--- src/rtl/cot_pkg.sv ---
// Shared types and constants for the constant-on-time PWM sequencer.
package cot_pkg;

    // Default width of all timing inputs and internal counters
    localparam int COT_CNT_W = 21;

    // Saturation value of a default-width counter
    localparam logic [COT_CNT_W-1:0] COT_CNT_SAT = {COT_CNT_W{1'b1}};

    // Switching-cycle phases
    typedef enum logic [2:0] {
        IDLE     = 3'd0,
        OFF_WAIT = 3'd1,
        DT_LH    = 3'd2,
        ON       = 3'd3,
        DT_HL    = 3'd4
    } cot_state_t;

endpackage

--- src/rtl/cot_interval_timer.sv ---
// Loadable down-counter shared by the dead-time and on-time phases.
// done is high during the last cycle of the loaded interval. A zero load
// value is flagged on zero so the caller can skip that phase; in that case
// alt_value is loaded instead, which is the interval of the phase that follows.
module cot_interval_timer #(
    parameter int CNT_W = 21
) (
    input  logic             clk,
    input  logic             rst,
    input  logic             clr,
    input  logic             load,
    input  logic [CNT_W-1:0] value,
    input  logic [CNT_W-1:0] alt_value,
    output logic             done,
    output logic             zero
);

    localparam logic [CNT_W-1:0] ONE_C  = {{(CNT_W-1){1'b0}}, 1'b1};
    localparam logic [CNT_W-1:0] ZERO_C = {CNT_W{1'b0}};

    logic [CNT_W-1:0] cnt_r;

    assign zero = (value == ZERO_C);
    assign done = (cnt_r == ONE_C);

    // Down-counter: load, clear, or count towards zero and hold there
    always_ff @(posedge clk or posedge rst) begin
        if (rst) begin
            cnt_r <= ZERO_C;
        end else if (clr) begin
            cnt_r <= ZERO_C;
        end else if (load) begin
            cnt_r <= zero ? alt_value : value;
        end else if (cnt_r != ZERO_C) begin
            cnt_r <= cnt_r - ONE_C;
        end else begin
            cnt_r <= cnt_r;
        end
    end

endmodule

--- src/rtl/cot_pwm_seq.sv ---
// Constant-on-time PWM sequencer for a synchronous buck stage.
// Optional feature macro: COT_TOFF_MAX_EN (forced cycle after toff_max
// cycles of off time without trig).
// cycle_start pulses on every accepted trigger, including when a zero dead
// time sends the sequencer straight to ON.
module cot_pwm_seq
    import cot_pkg::*;
#(
    parameter int CNT_W = COT_CNT_W
) (
    input  logic             clk,
    input  logic             rst,
    input  logic             en,
    input  logic             fault,
    input  logic             trig,
    input  logic [CNT_W-1:0] ton_time,
    input  logic [CNT_W-1:0] toff_min,
    input  logic [CNT_W-1:0] dead_time,
    input  logic [CNT_W-1:0] toff_max,
    output logic             hs_gate,
    output logic             ls_gate,
    output logic             cycle_start,
    output logic             on_done,
    output logic             fault_lat
);

    localparam logic [CNT_W-1:0] ZERO_C = {CNT_W{1'b0}};
    localparam logic [CNT_W-1:0] ONE_C  = {{(CNT_W-1){1'b0}}, 1'b1};
    localparam logic [CNT_W-1:0] SAT_C  = {CNT_W{1'b1}};

    cot_state_t       state_r, next_s;
    logic [CNT_W-1:0] off_cnt_r;
    logic [CNT_W-1:0] ton_sh_r, dt_sh_r;
    logic [CNT_W-1:0] ton_live_s;
    logic [CNT_W:0]   off_elapsed_s;
    logic             off_ok_s, force_s, abort_s;
    logic             accept_s, on_exit_s, load_s;
    logic [CNT_W-1:0] tval_s, talt_s;
    logic             tdone_s, tzero_s;
    logic             hs_r, ls_r, cs_r, od_r, flat_r;

    assign abort_s    = fault | ~en;
    assign ton_live_s = (ton_time == ZERO_C) ? ONE_C : ton_time;
    // Off cycles completed by the end of the current cycle
    assign off_elapsed_s = {1'b0, off_cnt_r} + {1'b0, ONE_C};
    assign off_ok_s      = (off_elapsed_s >= {1'b0, toff_min});

`ifdef COT_TOFF_MAX_EN
    assign force_s = (toff_max != ZERO_C) && (toff_max >= toff_min) &&
                     (off_elapsed_s >= {1'b0, toff_max});
`else
    logic unused_toff_max_s;
    assign unused_toff_max_s = ^toff_max;
    assign force_s = 1'b0;
`endif

    cot_interval_timer #(.CNT_W(CNT_W)) u_timer (
        .clk       (clk),
        .rst       (rst),
        .clr       (abort_s),
        .load      (load_s),
        .value     (tval_s),
        .alt_value (talt_s),
        .done      (tdone_s),
        .zero      (tzero_s)
    );

    // Interval to load when leaving the current phase
    always_comb begin
        tval_s = ZERO_C;
        talt_s = ZERO_C;
        case (state_r)
            OFF_WAIT: begin
                tval_s = dead_time;
                talt_s = ton_live_s;
            end
            DT_LH: begin
                tval_s = ton_sh_r;
                talt_s = ton_sh_r;
            end
            ON: begin
                tval_s = dt_sh_r;
                talt_s = ZERO_C;
            end
            default: begin
                tval_s = ZERO_C;
                talt_s = ZERO_C;
            end
        endcase
    end

    // Next-state and transition strobes
    always_comb begin
        next_s    = state_r;
        load_s    = 1'b0;
        accept_s  = 1'b0;
        on_exit_s = 1'b0;
        if (abort_s) begin
            next_s = IDLE;
        end else begin
            case (state_r)
                IDLE: begin
                    if (!flat_r) begin
                        next_s = OFF_WAIT;
                    end else begin
                        next_s = IDLE;
                    end
                end
                OFF_WAIT: begin
                    if ((trig || force_s) && off_ok_s) begin
                        accept_s = 1'b1;
                        load_s   = 1'b1;
                        next_s   = tzero_s ? ON : DT_LH;
                    end else begin
                        next_s = OFF_WAIT;
                    end
                end
                DT_LH: begin
                    if (tdone_s) begin
                        load_s = 1'b1;
                        next_s = ON;
                    end else begin
                        next_s = DT_LH;
                    end
                end
                ON: begin
                    if (tdone_s) begin
                        load_s    = 1'b1;
                        on_exit_s = 1'b1;
                        next_s    = tzero_s ? OFF_WAIT : DT_HL;
                    end else begin
                        next_s = ON;
                    end
                end
                DT_HL: begin
                    if (tdone_s) begin
                        next_s = OFF_WAIT;
                    end else begin
                        next_s = DT_HL;
                    end
                end
                default: begin
                    next_s = IDLE;
                end
            endcase
        end
    end

    // State register and registered decodes of the next state
    always_ff @(posedge clk or posedge rst) begin
        if (rst) begin
            state_r <= IDLE;
            hs_r    <= 1'b0;
            ls_r    <= 1'b0;
            cs_r    <= 1'b0;
            od_r    <= 1'b0;
        end else begin
            state_r <= next_s;
            hs_r    <= (next_s == ON);
            ls_r    <= (next_s == OFF_WAIT);
            cs_r    <= accept_s;
            od_r    <= on_exit_s;
        end
    end

    // Off-time counter: restarts on OFF_WAIT entry, saturates at all-ones
    always_ff @(posedge clk or posedge rst) begin
        if (rst) begin
            off_cnt_r <= ZERO_C;
        end else if ((state_r == OFF_WAIT) && (next_s == OFF_WAIT)) begin
            off_cnt_r <= (off_cnt_r == SAT_C) ? SAT_C : (off_cnt_r + ONE_C);
        end else begin
            off_cnt_r <= ZERO_C;
        end
    end

    // Shadow copies of on-time and dead time, captured when a trigger is accepted
    always_ff @(posedge clk or posedge rst) begin
        if (rst) begin
            ton_sh_r <= ONE_C;
            dt_sh_r  <= ZERO_C;
        end else if (accept_s) begin
            ton_sh_r <= ton_live_s;
            dt_sh_r  <= dead_time;
        end else begin
            ton_sh_r <= ton_sh_r;
            dt_sh_r  <= dt_sh_r;
        end
    end

    // Fault latch: set by fault, cleared only while en is low and fault is gone
    always_ff @(posedge clk or posedge rst) begin
        if (rst) begin
            flat_r <= 1'b0;
        end else if (fault) begin
            flat_r <= 1'b1;
        end else if (!en) begin
            flat_r <= 1'b0;
        end else begin
            flat_r <= flat_r;
        end
    end

    assign hs_gate     = hs_r;
    assign ls_gate     = ls_r;
    assign cycle_start = cs_r;
    assign on_done     = od_r;
    assign fault_lat   = flat_r;

endmodule

--- config.mk ---
export PLATFORM = sky130hd
export DESIGN_NAME = cot_pwm_seq
export DESIGN_NICKNAME = d
export VERILOG_FILES = /design/src/rtl/cot_pkg.sv /design/src/rtl/cot_interval_timer.sv /design/src/rtl/cot_pwm_seq.sv
export SDC_FILE = /design/constraint.sdc
export NUM_CORES = 1
export LEC_CHECK = 0
export ABC_AREA = 1
export CAP_MARGIN = 10
export CORE_MARGIN = 2
export CORE_UTILIZATION = 55
export DETAILED_ROUTE_END_ITERATION = 8
export PLACE_DENSITY = 0.81
export SLEW_MARGIN = 20
export SYNTH_ARGS = -nofsm -noshare
export SYNTH_HDL_FRONTEND = slang
export SYNTH_SLANG_ARGS = --single-unit
--- constraint.sdc ---
create_clock -name clk -period 4.65 [get_ports clk]
set_input_delay 1.1625 -clock clk [delete_from_list [all_inputs] [get_ports clk]]
set_output_delay 1.1625 -clock clk [all_outputs]
set_load 0.03 [all_outputs]
[After elaboration in Yosys (flattened, before gate mapping)]
Index checks and enable logic that the tools add are counted.
Operators by class
  add/sub/neg operators: 3
  order comparisons: 1
  eq/ne operators: 9
  mux-type cells: 28
  bitwise operators: 2
  reductions and logical operators: 8
Operators by type and width (count)
  21-bit 2-to-1 mux: 7
  21-bit case mux with 3 select lines: 1
  21-bit logical NOT: 2
  21-bit case mux with 2 select lines: 1
  21-bit by 1-bit adder with 22-bit output (second input constant): 1
  22-bit by 21-bit greater-or-equal comparator with 1-bit output: 1
  21-bit by 1-bit adder with 21-bit output (second input constant): 1
  21-bit by 1-bit == test with 1-bit output (second input constant): 1
  21-bit == test (second input constant): 1
  21-bit nonzero test: 1
  21-bit by 1-bit subtractor with 21-bit output (second input constant): 1
  3-bit case mux with 5 select lines: 1
  1-bit 2-to-1 mux: 12
  3-bit 2-to-1 mux: 4
  3-bit by 2-bit == test with 1-bit output (second input constant): 3
  3-bit by 1-bit == test with 1-bit output (second input constant): 2
  3-bit == test (second input constant): 1
  3-bit logical NOT: 1
  3-bit nonzero test: 1
  1-bit logical AND: 2
  2-bit 2-to-1 mux: 1
  2-bit by 1-bit != test with 1-bit output (second input constant): 1
  1-bit case mux with 2 select lines: 1
  2-bit OR reduction: 1
  other kinds (2): 2
Storage, ports and cells
  register bits after elaboration: 92
  input bits: 89
  output and inout bits: 5
  word-level logic and storage cells: 61

[Logic depth before layout (Yosys ltp)]
  word-level depth: 10
  gate-level depth with buffers: 27

[Modules after synthesis]
Synthesis repeated with hierarchy kept, for this count alone.
Second synthesis, totals
  cells, all modules: 874
  area total of the unflattened synthesis: 6195.9 µm²
By module, submodules not included
  cot_pwm_seq: instances 1, cells an instance 585, area each 4426.7 µm², sequential area each 1778.0 µm²
  cot_interval_timer: instances 1, cells an instance 289, area each 1769.2 µm², sequential area each 525.5 µm²

[Worst setup path before layout]
OpenSTA, ideal clock, no wires.
  path kind: register to register
  start: register off_cnt_r[0]
  end: register u_timer.cnt_r[4]
  library setup time: 72 ps
  arrival time: 3397 ps
  required time: 4578 ps
  path slack: 1182 ps
  cell stages (with the launch flop): 25
  path buffers: 2
  clock period less this slack: 3468 ps
  cell sequence: dfrtp_1 ha_1 nand2_1 nor2_1 nand3_1 nor3_1 nand2_1 nor2_2 or2_2 inv_1 ha_1 nand2_1 nor2_1 nand3_1 nor3_1 nor2_1 a21oi_2 nand2_2 nand2_1 nand2_1 buf_2 buf_6 nand2_1 o21ai_0 nor2_1
Between the ends
  cells in the longest elaborated chain, start to end: 8
  elaborated cells on any way between the ends: 9
  classes of those cells: add/sub: 1; order compare: 1; mux: 5; reduce/logical: 2
RTL lines
  from (decl): line cot_pwm_seq.sv:32  | logic [CNT_W-1:0] off_cnt_r;
  from (signal assigned): line cot_pwm_seq.sv:171  | off_cnt_r <= (off_cnt_r == SAT_C) ? SAT_C : (off_cnt_r + ONE_C);
  21-bit by 1-bit adder with 22-bit output (*): line cot_pwm_seq.sv:45  | assign off_elapsed_s = {1'b0, off_cnt_r} + {1'b0, ONE_C};
  22-bit by 21-bit greater-or-equal comparator with 1-bit output (*): line cot_pwm_seq.sv:46  | assign off_ok_s = (off_elapsed_s >= {1'b0, toff_min});
  1-bit logical AND (*): line cot_pwm_seq.sv:110  | if ((trig || force_s) && off_ok_s) begin
  1-bit 2-to-1 mux (*): line cot_pwm_seq.sv:110
  1-bit case mux with 2 select lines (*): line cot_pwm_seq.sv:101  | case (state_r)
  1-bit 2-to-1 mux (*): line cot_pwm_seq.sv:98  | if (abort_s) begin
  21-bit 2-to-1 mux: line cot_interval_timer.sv:32  | end else if (load) begin
  21-bit 2-to-1 mux: line cot_interval_timer.sv:30  | end else if (clr) begin
  to (signal assigned): line cot_interval_timer.sv:33  | cnt_r <= zero ? alt_value : value;
  to (signal assigned): line cot_interval_timer.sv:35  | cnt_r <= cnt_r - ONE_C;
  to (signal assigned): line cot_interval_timer.sv:37  | cnt_r <= cnt_r;
  to (decl): line cot_interval_timer.sv:21  | logic [CNT_W-1:0] cnt_r;
Every way passes the cells marked *; elsewhere a longest branch is shown, timed or not.
A chain may end at the register's enable or synchronous reset.

[Worst setup path after layout]
  start: register off_cnt_r[0]
  end: register dt_sh_r[16]
Between the ends
  cells in the longest elaborated chain, start to end: 6
RTL lines
  21-bit by 1-bit adder with 22-bit output: line cot_pwm_seq.sv:45
  22-bit by 21-bit greater-or-equal comparator with 1-bit output: line cot_pwm_seq.sv:46
  1-bit logical AND: line cot_pwm_seq.sv:110
  1-bit 2-to-1 mux: line cot_pwm_seq.sv:110
  1-bit 2-to-1 mux: line cot_pwm_seq.sv:101
  1-bit 2-to-1 mux: line cot_pwm_seq.sv:98
  to (signal assigned): line cot_pwm_seq.sv:184  | dt_sh_r <= dead_time;
  to (signal assigned): line cot_pwm_seq.sv:187  | dt_sh_r <= dt_sh_r;
  to (decl): line cot_pwm_seq.sv:33  | logic [CNT_W-1:0] ton_sh_r, dt_sh_r;
No other way between the ends.

==> summary.md <==
| Metric | Value |
|---|---|
| Status | `complete, no violations` |
| GRT Total Usage | `0.277` |
| Syn Inst Count | `853` |
| Power density over the cells | `about 280 mW/mm^2` |
| Syn_area_per_cell | `around 7.1 sq um` |
| Estimated wirelength of the detail-placed design | `between 10 and 15 mm` |
| Max_cap viols | `0` |
| Die ar. | `0.0119 sq mm` |
| Crit path max fanout | `56` |
| Commonest cells after routing, fill and taps aside | `nand2_1, nor2_1, inv_1` |
| Fin. max-slew vios | `0` |
| Clock transition at the registers of the reported paths | `approximately 0.090 ns` |
| Final GP Congestion | `a little under 0.9` |
| Min Tclk post-route | `between 4 and 5 ns` |
| Die width | `109 microns` |
| Post-synthesis cell type count | `37` |
| DR vias | `between 5k and 6k` |
| FMAX | `242 MHz` |
| Layout cells sized above 1 | `0.0513` |
| Post-route cell area | `between 0.007 and 0.008 sq mm` |
| Worst EP arrival | `4.39 ns` |
| Yosys Warn Count | `0` |
| Sw Share | `0.339` |
| Synth Register Bits | `92` |
| H-tree depth | `3` |
| Pin count of the biggest net entering global routing | `57` |
| Cell-internal power | `~1.3 mW` |
| Top FF cell, synth | `dfrtp_1` |
| Psw | `around 0.67 mW` |
| Syn-to-layout area delta | `16.4%` |
| Area leader, netlist | `dfrtp_1` |
| Port-buffer cells | `just over 70` |
| Vias/cell | `5.36` |
| CP Class | `reg2reg` |
| Pleak | `3.69 nW` |
| First-pass GRT wire length | `around 26 mm` |
| Pre-antenna DRT Iters | `5` |
| Slew headroom | `0.356` |
| Clk sinks | `92` |
| Post-layout nets | `just over 1k` |
| Worst IR Drop VDD | `0.177 mV` |
| Ant. Diodes | `0` |
| TritonCTS clock tree | `done` |
| Core ar. | `around 0.011 sq mm` |
| Hold Path Class | `reg2reg` |
| Post-synth EDFFs | `0` |
| DRC | `0` |
| # IOs | `94` |
| Inserted Clock Buffers | `9` |
| Die height | `~110 microns` |
| Reg2Reg Depth | `24` |
| Worst-Skew Late Latency | `between 0.3 and 0.4 ns` |
| Crit share post-route | `0.887` |
| Number of global-route vias before repair | `roughly 5.5k` |
| Placed Area | `between 0.006 and 0.007 sq mm` |
| Synth area leaders | `dfrtp_1, nand2_1, nor2_1` |
| Worst hold stages | `1` |
| Core Rows | `38` |
| Type of origin of the critical path | `flop` |
| Clock Path Buffers | `2` |
| Top cell type's share of synthesized area | `0.374` |
| CTS root buffer | `clkbuf_8` |
| Worst-Margin Slew | `between 0.9 and 1 ns` |
| Final hold vios | `0` |
| CP required | `4.92 ns` |
| Seq pwr share | `0.433` |
| Total grt overflow | `0` |
| DRT iter0 DRCs | `410` |
| Commonest non-fill, non-tap cell in the layout | `nand2_1` |
| Post-synth ARST share | `1.00` |
| Sequential fraction of the synthesis area | `0.378` |
| Routed Antenna Nets | `0` |
| Clk pwr share | `0.262` |
| CTS resizes | `0` |
| Setup-failing EPs final | `0` |
| # fillers | `986` |
| Initial antenna violation count | `0` |
| Final wirelength | `approximately 15 mm` |
| Worst Setup End Kind | `flop` |
| Synthesized cell area | `between 0.006 and 0.007 sq mm` |
| Cts hold-fix bufs | `0` |
| Wire per inst | `between 10 and 15 microns` |
| RSZ-0062 raised after global routing | `no` |
| Total Power | `a little under 2 mW` |
| Setup TNS | `0 ns` |
| Setup Skew | `0.0113 ns` |
| Combinational share of power | `0.305` |
| Initial Util | `0.562` |
| Synth Net Count | `966` |
| Post-CTS Setup Inserts | `0` |
[critical path: stages, from the launching register on]
cell     delay [ns]
dfrtp_1        0.40
ha_1           0.20
nand2_1        0.08
nor2_1         0.16
nand3_1        0.22
nor3_1         0.35
nand2_1        0.14
nand2_1        0.08
inv_1          0.04
or2_2          0.26
inv_1          0.06
ha_1           0.13
nand2_1        0.05
nor2_1         0.21
nand3_1        0.17
nor2_1         0.12
nor2_1         0.05
nand2_1        0.08
nor2_1         0.05
a21oi_2        0.17
nand2_2        0.15
nor2_4         0.33
buf_12         0.28
nand2_1        0.09
o21a_1         0.11
[kinds of logic (layout without fill, tap and decap cells)]
kind of cell	Yosys count	after routing	share of synthesized area
buf+inv	150	213	0.0998
xor+xnor	34	34	0.0489
compound gates	122	122	0.119
flops	92	92	0.378
simple gates	431	431	0.305
fa+ha+maj	24	24	0.0493
[metrics by stage]
step	setup WS [ns]	util	hold WS, ns	std cells
after global placement	0.633	0.637	0.462	1040
after floorplan	1.10	-	0.453	853
final	0.526	0.654	0.501	1056
after detailed placement	0.581	0.637	0.480	1040
after CTS	0.555	0.654	0.500	1056
after global routing	0.103	0.654	0.524	1056
[final cells by class]
type / count / area [sq um] / area share
repair buffers: 81 / 801 / 0.113
clock inverters: 5 / 35.0 / 0.00494
inverters: 116 / 437 / 0.0616
multi-input cells: 611 / 3190 / 0.450
flip-flops and latches: 92 / 2300 / 0.325
well taps: 140 / 175 / 0.0247
clock buffers: 11 / 151 / 0.0213
[synthesized netlist by cell type (15+ instances only)]
library cell / instances
xor2_1: 22
nor2_1: 126
nand3_1: 39
o21bai_1: 17
nand4_1: 42
ha_1: 24
o21a_1: 21
buf_2: 15
nand2_1: 196
inv_1: 111
o21ai_0: 58
dfrtp_1: 91
[registers in the layout, summed over array words and instances, names as in the netlist]
register       cells
cycle_start        1
dt_sh_r           21
fault_lat          1
hs_gate            1
ls_gate            1
off_cnt_r         21
on_done            1
state_r            3
ton_sh_r          21
u_timer.cnt_r     21
[worst paths after layout]
kind / startpoint / to / slack [ns]
max: off_cnt_r[0] / dt_sh_r[16] / 0.53
min: ton_sh_r[15] / ton_sh_r[15] / 0.50
max reg2reg: off_cnt_r[0] / dt_sh_r[16] / 0.53
min reg2reg: ton_sh_r[15] / ton_sh_r[15] / 0.50
max in group asynchronous: rst / ton_sh_r[0] / 2.78
min in group asynchronous: rst / dt_sh_r[0] / 1.07
[power by group through the flow]
stage / Sequential [mW] / Clock, mW / Combinational (mW)
6_report: 0.860 / 0.521 / 0.605
5_1_grt: 0.865 / 0.561 / 0.702
4_1_cts: 0.860 / 0.523 / 0.607
3_5_place_dp: 0.874 / 0 / 0.600
3_3_place_gp: 0.875 / 0 / 0.588
2_1_floorplan: 0.870 / 0 / 0.446
[metal layers]
layer  up-vias  global-route usage  wire (microns)
met5         -                   0               0
met4         0              0.0995             377
met3        33              0.0484             935
met2       188               0.454            6980
met1      2587               0.368            6690
li1       2855                   -               -
(Power assumes the default switching activity.)
